===== src/rtl/spi_burst_master.sv =====
// SPI burst master: header + up to MAX_BYTES data words per chip-select,
// SCLK generated from spi_clk by CLK_DIV, all four CPOL/CPHA modes.
// Every bit is driven at its start and sampled at its mid-point; the SCLK
// level of each half is what separates the four modes.
module spi_burst_master #(
  parameter int ADDR_W    = 8,
  parameter int DATA_W    = 8,
  parameter int MAX_BYTES = 4,
  parameter int LEN_W     = 2,
  parameter int CLK_DIV   = 2,
  parameter int CPOL      = 1,
  parameter int CPHA      = 1,
  parameter int HDR_FLAGS = 1
) (
  input  logic                          spi_clk,
  input  logic                          reset_n,
  input  logic                          start,
  input  logic                          rw,
  input  logic [LEN_W-1:0]              len,
  input  logic [ADDR_W-1:0]             addr,
  input  logic [MAX_BYTES*DATA_W-1:0]   wdata,
  output logic                          busy,
  output logic                          done,
  output logic [MAX_BYTES*DATA_W-1:0]   rdata,
  output logic                          SPI_CSN,
  output logic                          SPI_CLK,
  output logic                          SPI_SDI,
  input  logic                          SPI_SDO
);
  localparam int DW   = MAX_BYTES * DATA_W;
  localparam int NMAX = ADDR_W + DW;
  localparam int BW   = $clog2(NMAX + 1);
  localparam int CW   = (CLK_DIV > 1) ? $clog2(CLK_DIV) : 1;
  localparam int IW   = (DATA_W > 1) ? $clog2(DATA_W) : 1;
  localparam int WW   = (MAX_BYTES > 1) ? $clog2(MAX_BYTES) : 1;
  localparam int PW   = (DW > 1) ? $clog2(DW) : 1;
  localparam logic SCLK_IDLE = 1'(CPOL);
  // SCLK level during the leading half of a bit: CPHA=1 toggles at bit start.
  localparam logic SCLK_LEAD = 1'(CPOL ^ CPHA);
  localparam logic [LEN_W-1:0] LEN_MAX = LEN_W'(MAX_BYTES - 1);

  typedef enum logic [2:0] {S_IDLE, S_SETUP, S_SHIFT, S_HOLD, S_DONE, S_GAP} state_e;

  state_e            state_q;
  logic [CW-1:0]     cnt_q;
  logic              trail_q;
  logic [BW-1:0]     bit_q, nlast_q;
  logic [NMAX-1:0]   tx_q;
  logic              rd_q;
  logic [WW-1:0]     word_q;
  logic [IW-1:0]     inw_q;
  logic              busy_q, done_q, csn_q, sclk_q, sdi_q;
  logic [DW-1:0]     rdata_q;

  logic [LEN_W-1:0]  len_c;
  logic [ADDR_W-1:0] hdr_c;
  logic [NMAX-1:0]   tx_d;
  logic [BW-1:0]     nlast_d;
  logic [PW-1:0]     rpos_c;
  logic              cnt_last;

  // Out-of-range lengths collapse to the largest burst.
  if ((1 << LEN_W) > MAX_BYTES) begin : g_clamp
    assign len_c = (len > LEN_MAX) ? LEN_MAX : len;
  end else begin : g_noclamp
    assign len_c = len;
  end

  // The two address MSBs are replaced by the flags when HDR_FLAGS is set.
  logic unused_addr_msbs;
  assign unused_addr_msbs = ^addr[ADDR_W-1 -: 2];

  // Frame image captured on accept: header then word 0..N, MSB first; reads send ones.
  always_comb begin
    hdr_c = addr;
    if (HDR_FLAGS != 0) hdr_c = {rw, (len != '0), addr[ADDR_W-3:0]};
    tx_d = '0;
    tx_d[NMAX-1 -: ADDR_W] = hdr_c;
    for (int k = 0; k < MAX_BYTES; k++)
      tx_d[(MAX_BYTES-1-k)*DATA_W +: DATA_W] = rw ? {DATA_W{1'b1}} : wdata[k*DATA_W +: DATA_W];
    nlast_d = BW'(ADDR_W + DATA_W - 1) + BW'(len_c) * BW'(DATA_W);
  end

  assign rpos_c   = PW'(word_q) * PW'(DATA_W) + PW'(inw_q);
  assign cnt_last = (cnt_q == CW'(CLK_DIV - 1));

  // Transfer sequencer with registered pin and handshake outputs.
  always_ff @(posedge spi_clk or negedge reset_n) begin
    if (!reset_n) begin
      state_q <= S_IDLE;
      cnt_q   <= '0;
      trail_q <= 1'b0;
      bit_q   <= '0;
      nlast_q <= '0;
      tx_q    <= '0;
      rd_q    <= 1'b0;
      word_q  <= '0;
      inw_q   <= '0;
      busy_q  <= 1'b0;
      done_q  <= 1'b0;
      csn_q   <= 1'b1;
      sclk_q  <= SCLK_IDLE;
      sdi_q   <= 1'b1;
      rdata_q <= '0;
    end else begin
      done_q <= 1'b0;
      case (state_q)
        S_IDLE: if (start) begin
          state_q <= S_SETUP;
          busy_q  <= 1'b1;
          csn_q   <= 1'b0;
          sclk_q  <= SCLK_IDLE;
          sdi_q   <= (CPHA == 0) ? tx_d[NMAX-1] : 1'b1;
          tx_q    <= tx_d;
          nlast_q <= nlast_d;
          rd_q    <= rw;
          rdata_q <= '0;
          cnt_q   <= '0;
          trail_q <= 1'b0;
          bit_q   <= '0;
          word_q  <= '0;
          inw_q   <= IW'(DATA_W - 1);
        end
        S_SETUP: begin
          if (cnt_last) begin
            state_q <= S_SHIFT;
            cnt_q   <= '0;
            sclk_q  <= SCLK_LEAD;
            sdi_q   <= tx_q[NMAX-1];
          end else cnt_q <= cnt_q + 1'b1;
        end
        S_SHIFT: begin
          if (!cnt_last) cnt_q <= cnt_q + 1'b1;
          else begin
            cnt_q <= '0;
            if (!trail_q) begin
              // Mid-bit: the sampling edge in every mode.
              trail_q <= 1'b1;
              sclk_q  <= ~sclk_q;
              if (rd_q && bit_q >= BW'(ADDR_W)) rdata_q[rpos_c] <= SPI_SDO;
            end else begin
              trail_q <= 1'b0;
              if (bit_q >= BW'(ADDR_W)) begin
                if (inw_q == '0) begin
                  inw_q  <= IW'(DATA_W - 1);
                  word_q <= word_q + 1'b1;
                end else inw_q <= inw_q - 1'b1;
              end
              if (bit_q == nlast_q) begin
                state_q <= S_HOLD;
                sclk_q  <= SCLK_IDLE;
                sdi_q   <= 1'b1;
              end else begin
                bit_q  <= bit_q + 1'b1;
                tx_q   <= {tx_q[NMAX-2:0], 1'b1};
                sdi_q  <= tx_q[NMAX-2];
                sclk_q <= SCLK_LEAD;
              end
            end
          end
        end
        S_HOLD: begin
          if (cnt_last) begin
            state_q <= S_DONE;
            cnt_q   <= '0;
            csn_q   <= 1'b1;
            done_q  <= 1'b1;
          end else cnt_q <= cnt_q + 1'b1;
        end
        S_DONE: state_q <= S_GAP;
        S_GAP: begin
          if (cnt_last) begin
            state_q <= S_IDLE;
            cnt_q   <= '0;
            busy_q  <= 1'b0;
          end else cnt_q <= cnt_q + 1'b1;
        end
        default: state_q <= S_IDLE;
      endcase
    end
  end

  assign busy    = busy_q;
  assign done    = done_q;
  assign rdata   = rdata_q;
  assign SPI_CSN = csn_q;
  assign SPI_CLK = sclk_q;
  assign SPI_SDI = sdi_q;
endmodule

===== config.mk =====
export PLATFORM = sky130hd
export DESIGN_NAME = spi_burst_master
export DESIGN_NICKNAME = d
export VERILOG_FILES = /design/src/rtl/spi_burst_master.sv
export SDC_FILE = /design/constraint.sdc
export NUM_CORES = 1
export LEC_CHECK = 0
export BUFFER_PORTS_ARGS = -buffer_cell sky130_fd_sc_hd__buf_2
export CAP_MARGIN = 15
export CORE_MARGIN = 1.5
export CORE_UTILIZATION = 39
export CTS_BUF_LIST = sky130_fd_sc_hd__clkbuf_16
export CTS_CLUSTER_SIZE = 16
export DETAILED_ROUTE_END_ITERATION = 10
export PLACE_DENSITY = 0.7
export SLEW_MARGIN = 25
export SYNTH_ARGS = -nofsm -noshare
export SYNTH_HDL_FRONTEND = slang
export SYNTH_SLANG_ARGS = --single-unit
export TNS_END_PERCENT = 1

===== constraint.sdc =====
create_clock -name spi_clk -period 3.1 [get_ports spi_clk]
set_input_delay 0.155 -clock spi_clk [delete_from_list [all_inputs] [get_ports spi_clk]]
set_output_delay 0.155 -clock spi_clk [all_outputs]
set_load 0.02 [all_outputs]

After elaboration in Yosys (flattened, before gate mapping)

Index checks and enable logic that the tools add are counted.

Bits in registers: 100
Input port bits: 47
Output and inout bits: 37

Add/sub/neg operators: 6
Magnitude comparators: 3
Eq/ne operators: 18
Mux-type cells: 64
Bitwise logic cells: 1
Reductions and logical operators: 23

Operator list:

| operator                                                               | count |
|---|---|
| 40-bit 2-to-1 mux                                                      | 4 |
| 32-bit 2-to-1 mux                                                      | 4 |
| 40-bit one-hot mux with 2 select lines                                 | 1 |
| 32-bit one-hot mux with 2 select lines                                 | 1 |
| 3-bit 2-to-1 mux                                                       | 12 |
| 32-bit bitwise mux                                                     | 1 |
| 8-bit 2-to-1 mux                                                       | 4 |
| 6-bit 2-to-1 mux                                                       | 4 |
| 2-bit != test (second input constant)                                  | 12 |
| 5-bit AND reduction                                                    | 4 |
| 3-bit one-hot mux with 6 select lines                                  | 1 |
| 1-bit 2-to-1 mux                                                       | 17 |
| 6-bit one-hot mux with 2 select lines                                  | 1 |
| 2-bit 2-to-1 mux                                                       | 5 |
| 2-bit nonzero test                                                     | 5 |
| 3-bit AND reduction                                                    | 3 |
| 1-bit one-hot mux with 2 select lines                                  | 4 |
| 7-bit AND reduction                                                    | 1 |
| 4-bit by 5-bit adder with 6-bit output (first input constant)          | 1 |
| 6-bit by 1-bit adder with 6-bit output (second input constant)         | 1 |
| 3-bit by 2-bit equality test with 1-bit output (second input constant) | 2 |
| 3-bit equality test (second input constant)                            | 2 |
| 6-bit equality test                                                    | 1 |
| 6-bit by 4-bit >= comparator with 1-bit output (second input constant) | 1 |
| 19 further kinds                                                       | 23 |

Depth between registers and ports, before layout

Gate-level depths: netlist of the first run.

Word-level depth: 10
Depth in mapped cells: 8
Gate-level depth less buffers: 6

Least setup slack after synthesis of the first run

OpenSTA, ideal clock, no wires.

Kind: register to register
From: register state_q[0]
To: register tx_q[0]
Arrival: 1.587 ns
Data required time: 2.979 ns
Path slack: 1.391 ns
Cell stages (with the launch flop): 6
Clock period less this slack: 1.709 ns
Cell sequence: dfrtp_1 or2_4 or3_1 clkbuf_1 buf_2 o22a_1

Longest elaborated chain between the ends: 3
Elaborated cells on any way between the ends: 9
Those cells by class: 5 x eq/ne; 1 x mux; 3 x reduce/logical

Ends and longest elaborated chain:

| item                                                                                | RTL line | text |
|---|---|---|
| start, declared                                                                     | 44       | `state_e state_q;` |
| start signal, assigned                                                              | 90       | `state_q <= S_IDLE;` |
| start signal, assigned                                                              | 109      | `state_q <= S_SETUP;` |
| start signal, assigned                                                              | 126      | `state_q <= S_SHIFT;` |
| 3-bit by 2-bit equality test with 1-bit output or 3-bit logical NOT (tied branches) | 107      | `case (state_q)` |
| 2-bit != test (no source line) or 2-bit nonzero test (tied branches)                | -        |  |
| 5-bit AND reduction (no source line)                                                | -        |  |
| end signal, assigned                                                                | 114      | `tx_q <= tx_d;` |
| end signal, assigned                                                                | 155      | `tx_q <= {tx_q[NMAX-2:0], 1'b1};` |
| end, declared                                                                       | 48       | `logic [NMAX-1:0] tx_q;` |

Parallel ways exist; a longest one is shown, timed or not.
A chain may end at the register's enable or synchronous reset.

Final worst setup path of the first run

From: register state_q[1]
To: register tx_q[36]

Same word-level chain as after synthesis.

==> results of run 1 <==
[power by group through the flow]
stage,registers [W],logic (W),clock network (W)
after CTS,0.00196,0.00157,0.00121
final,0.00196,0.00156,0.00118
after global placement,0.00196,0.00150,0
after floorplan,0.00192,0.00122,0
after detailed placement,0.00198,0.00156,0
after global routing,0.00202,0.00177,0.00126
[cell usage in the layout (no fill, tap or decap), types with 2 or more instances in the layout]
cell type	synthesis	final
inv_1	11	12
xnor2_1	3	3
and2_1	2	2
nor2b_1	10	10
a31oi_1	24	24
o22a_1	3	3
o31ai_1	3	3
bufinv_16	0	2
or3_1	15	15
clkbuf_16	0	9
nand2_1	56	56
ha_1	8	8
o21ai_1	4	4
dfstp_2	3	3
and3_1	3	3
buf_4	1	8
nor3_1	3	3
a21oi_1	24	24
o22ai_1	18	18
a21bo_2	4	4
o21a_1	2	2
buf_2	11	80
o31a_1	2	2
dfrtp_1	95	95
mux2i_1	2	2
nand2b_1	8	7
nand3_1	5	5
clkinv_1	0	2
nand4_1	6	6
o21ai_0	99	99
nor2_1	60	60
[timing repair]
| item | in CTS | in global routing |
|---|---|---|
| hold buffers | 1 | 0 |
| setup endpoints to repair | 0 | 0 |
| gates resized for setup | 0 | 0 |
| endpoints found under the hold margin | 32 | 0 |
[kinds of logic after synthesis]
group	synth area share, %
xor gates and xnor gates	0.737
and+or+nand+nor	17.2
DFF	51.6
muxes	0.421
AOI/OAI and AO/OA	23.6
buffers and inverters	4.31
adders and majority gates	2.10
[through the flow]
step	hold WS (ns)	cells	total power, W	util [%]	instance area (um^2)
2_1_floorplan	-0.141	527	0.00314	-	4760
3_3_place_gp	0.369	727	0.00346	43.9	5250
3_5_place_dp	0.169	728	0.00354	44.1	5280
4_1_cts	0.0121	745	0.00473	46.8	5600
5_1_grt	0.0186	745	0.00505	46.8	5600
6_report	0.0165	745	0.00470	46.8	5600
[layer usage]
metal	routed length, um	vias up	GRT usage [%]
met5	0	-	0
met4	235	0	7.75
met3	693	19	3.88
met2	5320	150	30.1
met1	5030	1967	23.9
li1	-	2000	-
[path summary, 6_finish.rpt]
kind,cells past startpoint,end,start,slack [ns]
worst max-delay path,6,tx_q[36]$_DFFE_PN0P_,state_q[1]$_DFFE_PN0P_,0.68
worst min-delay path,2,tx_q[0]$_DFFE_PN0P_,wdata[24],0.02
worst max register to register,6,tx_q[36]$_DFFE_PN0P_,state_q[1]$_DFFE_PN0P_,0.68
worst min register to register,2,tx_q[27]$_DFFE_PN0P_,tx_q[27]$_DFFE_PN0P_,0.48
max in group asynchronous,3,tx_q[5]$_DFFE_PN0P_,reset_n,2.15
min in group asynchronous,2,rdata[21]$_DFFE_PN0P_,reset_n,0.32
[registers in the layout (all words and copies together) (netlist names), 2 cells and up]
signal	count
rdata	32
word_q	2
inw_q	3
tx_q	40
nlast_q	4
bit_q	6
state_q	3
[cell type report]
cell class | instances | area (um^2)
fill | 1145 | 6370
sequential | 98 | 2460
multi-input combinational | 383 | 2110
timing repair buffer | 90 | 498
clock buffer | 9 | 225
tap | 147 | 184
clock inverter | 7 | 85.1
inverter | 11 | 41.3
[critical path, stage by stage (launching register included)]
cell,delay [ns]
dfrtp_1,0.54
nand2b_1,0.32
a21oi_4,0.26
o31a_1,0.68
buf_4,0.34
nor2_1,0.06
a31oi_1,0.14
==> reports/metrics.cfg, run 1 <==
[status]
status=finished clean

[logic_synthesis]
ys_seq_area_share_pct=51.6
ys_ff_latch=98
synth_edf_count=0
synth.most_common_cell=o21ai_0
synth_area_leader_cell=dfrtp_1
async_flop_share_pct=100
yosysTopAreaCellShare_pct=50.0
synth_commonest_cells=o21ai_0 (99), dfrtp_1 (95), nor2_1 (60)
synthFlopType=dfrtp_1
syn-num-nets=582
yosysWarnings=0
syn-cell-area_um2=4760
syn_area_per_cell_um2=9.02
ys_types=50
synthTopCellsByArea=dfrtp_1 (50%), o21ai_0 (10%), nor2_1 (4.7%)
synth_cells=527

[routing]
wire_per_inst_um=15.1
drt_iter0_markers=301
dr.pass1.iters=5
drt-total-wl_um=11300
num_vias=4136
route.antenna.remaining_nets=0
drt-vias-per-instance=5.55
drc=0

[global_route]
grt_max_degree=55
antenna_found_initial=0
grt_overflow=0
grt_pass1_wl_um=18800
grt_usage_pct=18.4
first_global_vias=3879

[worst_hold_path]
hold_path.class=input pin to flip-flop

[cts]
cts_max_level=3
clockBufferDepth=2
clk_pin_slew_ns=0.06
clkLatencyLatePin_ns=0.35
cts-root-buf=clkbuf_16
clkSinkCount=98
cts_tree=yes
cts_buffers=9
post-cts-setup-buffers=0

[placed_design]
gp_congestion=0.800
place_ws_ns=0.693
hpwl_um=7650
port_buffers=81

[sta]
hold_violations=0
setup_ws_ns=0.681
slew_headroom_pct=41.0
final-setup-viol-count=0
period_share_pct=78.0
max_freq_ghz=0.413
final_max_slew_viol_count=0
fin_skew_ns=0.00698
fin_crit_ns=2.42
fin_setup_tns_ns=0
rsz0062_at_grt=no
tightest_slew_ns=0.885

[pwr]
power_frac_seq_pct=41.8
clkPwrFrac_pct=25.0
power_frac_comb_pct=33.2
switchingPower_w=0.00175
power.internal_w=0.00295
ir_drop_mv=0.347
p_leak_nw=2.55
powerDensity_nw_per_um2=840
switching_share_pct=37.2

[final_layout]
fin_nets=648
antenna_cells=0
syn2layout_area_growth_pct=17.7
drive_above_1_share_pct=19.7

[setup_path]
arrival_ns=2.69
setup.worst_path.class=flip-flop to flip-flop
end_kind=flip-flop
crit_required_ns=3.37
cp_max_fo=20
crit_path_start_kind=flip-flop

[die]
fp.dieH_um=113
num_rows=40
die_w_um=113
core_area_um2=12000
io_pins=84
start_util_pct=39.8
fp.dieArea_um2=12900

[flow_run]
maxCapViolCount=0

Note: power is estimated with default switching activity, not from simulation.
==> inputs of run 2 (changes only) <==
PLACE_DENSITY = 0.72   (was 0.7)
clock period = 2 ns   (was 3.1 ns; I/O delays follow)
==> run 2 against run 1 <==
Compared with the run above: via count increased by 3.9%; design area is 5.4% higher; global-route usage rose by 0.19 points; count of clock-buffer cells in the layout stayed put; register-to-register slack got worse by 0.62 ns; critical endpoint is now bit_q[2]$_DFFE_PN0P_; die area is the same; hold slack worse by 0.0043 ns; setup slack worse by 0.62 ns; non-clock buffer count grew 33; combinational power increased by 79%; maximum frequency grew 25%; largest cell class unchanged.
==> reports/metrics.cfg, run 2 (same netlist as run 1, synthesis figures left out) <==
[status]
status=finished clean

[cts]
cts_tree=yes
cts_buffers=9
clockBufferDepth=2
cts_max_level=3
cts-root-buf=clkbuf_16
clk_pin_slew_ns=0.07
cts_resized=0
clkSinkCount=98
clkLatencyLatePin_ns=0.34

[setup_path]
crit_path_start_kind=flip-flop
arrival_ns=2.17
crit_required_ns=2.23
r2r_slack_ns=0.06
cp_max_fo=20
r2r_start=bit_q[0]$_DFFE_PN0P_
ff2ff_path_depth=6
setup.worst_path.class=flip-flop to flip-flop
r2r-end=bit_q[2]$_DFFE_PN0P_
end_kind=flip-flop

[pwr]
ir_drop_mv=0.840
powerDensity_nw_per_um2=1310
power_frac_seq_pct=38.4
power.internal_w=0.00491
clkPwrFrac_pct=25.2
p_leak_nw=2.71
power_w=0.00770
power_frac_comb_pct=36.4
switchingPower_w=0.00280
switching_share_pct=36.3

[final_layout]
layout.cells.non_filler=777
syn2layout_area_growth_pct=24.0
antenna_cells=0
top_register=tx_q
largest_reg_flops=40
layout_commonest_cell=o21ai_0
fillers=1088
layout_common_cells=o21ai_0 (99), dfrtp_1 (95), buf_2 (80)
drive_above_1_share_pct=22.2
fin_nets=681

[routing]
met2_wirelength_um=5750
wirelength_met1_um=5120
wl_met3_um=734
drt_iter0_markers=280
drt-vias-per-instance=5.53
route.antenna.remaining_nets=0
dr.pass1.iters=5
drt-total-wl_um=11800
wire_per_inst_um=15.2
drc=0
maxUsedRoutingLayer=met4
num_vias=4297

[global_route]
antenna_found_initial=0
first_global_vias=4147
grt_overflow=0
grt_usage_pct=18.6
grt_max_degree=63
grt_pass1_wl_um=19500

[worst_hold_path]
hold_path.class=input pin to flip-flop
hold_start=addr[1]
hold_path_depth=3
min_to=tx_q[33]$_DFFE_PN0P_

[sta]
fin_setup_tns_ns=0
slew_headroom_pct=70.8
max_freq_ghz=0.516
fin_crit_ns=1.94
period_share_pct=97.0
hold_violations=0
final_max_slew_viol_count=0
fin_skew_ns=0.00650
tightest_slew_ns=0.436
final-setup-viol-count=0

[placed_design]
port_buffers=81
hpwl_um=8090
gp_congestion=0.853
dpl.cell_count=747

[die]
fp.dieH_um=113
fp.dieArea_um2=12900
start_util_pct=39.8
io_pins=84
num_rows=40
core_area_um2=12000
die_w_um=113

[flow_run]
maxCapViolCount=0

-- run 2: cell count changes in the layout (fill, tap and decap cells not counted), sizes merged --
cell         before  now
clkinv            3    1
buf              89  111
bufinv            2    3
dlygate4sd3       1   12
-- run 2: layout make-up --
cell class | instances | area, um^2 | share of cell area (%)
clock buffer | 9 | 225 | 3.82
clock inverter | 6 | 106 | 1.80
inverter | 11 | 41.3 | 0.700
multi-input combinational | 383 | 2110 | 35.7
sequential | 98 | 2460 | 41.7
tap | 147 | 184 | 3.12
timing repair buffer | 123 | 778 | 13.2
-- run 2: power by group through the flow --
stage               Sequential, W  Clock [W]  Combinational, W
finish                    0.00296    0.00194           0.00280
global route              0.00303    0.00205           0.00315
CTS                       0.00296    0.00198           0.00275
detailed placement        0.00299          0           0.00273
global placement          0.00296          0           0.00263
floorplan                 0.00297          0           0.00189
-- run 2: routing by layer --
metal / global-route usage (%) / vias to the layer above
met3: 4.46 / 20
met5: 0 / -
met1: 23.5 / 2040
met4: 5.17 / 0
met2: 32.0 / 167
li1: - / 2070
-- run 2: critical path, stage by stage (launching register included) --
cell and delay (ns):
dfrtp_1 0.43, nor4_1 0.37, a31oi_2 0.14, o31a_1 0.39
buf_4 0.16, buf_12 0.14, a31o_1 0.20
-- run 2: metrics by stage --
step	util [%]	hold slack (ns)	cell area (um^2)	worst slack (ns)
floorplan	-	-0.196	4760	0.291
global placement	45.3	-0.00222	5420	0.158
detailed placement	45.3	-0.000479	5420	0.109
CTS	49.1	0.00385	5870	0.0797
global route	49.3	0.0121	5900	-0.0133
finish	49.3	0.0122	5900	0.0607
-- run 2: how the worst max path moves through the flow --
stage / endpoint / slack [ns] / from
after CTS: tx_q[37]$_DFFE_PN0P_ / 0.08 / bit_q[0]$_DFFE_PN0P_
final: bit_q[2]$_DFFE_PN0P_ / 0.06 / bit_q[0]$_DFFE_PN0P_
after detailed placement: tx_q[37]$_DFFE_PN0P_ / 0.11 / bit_q[0]$_DFFE_PN0P_
after global placement: tx_q[39]$_DFFE_PN0P_ / 0.16 / bit_q[0]$_DFFE_PN0P_
after floorplan: tx_q[0]$_DFFE_PN0P_ / 0.29 / state_q[0]$_DFFE_PN0P_
after global routing: bit_q[2]$_DFFE_PN0P_ / -0.01 / bit_q[0]$_DFFE_PN0P_
-- run 2: repair_timing --
| item | CTS | global route |
|---|---|---|
| hold buffers | 12 | 0 |
| setup buffers | 0 | 3 |
| hold endpoints to repair | 77 | 0 |
| endpoints found under the setup margin | 0 | 7 |
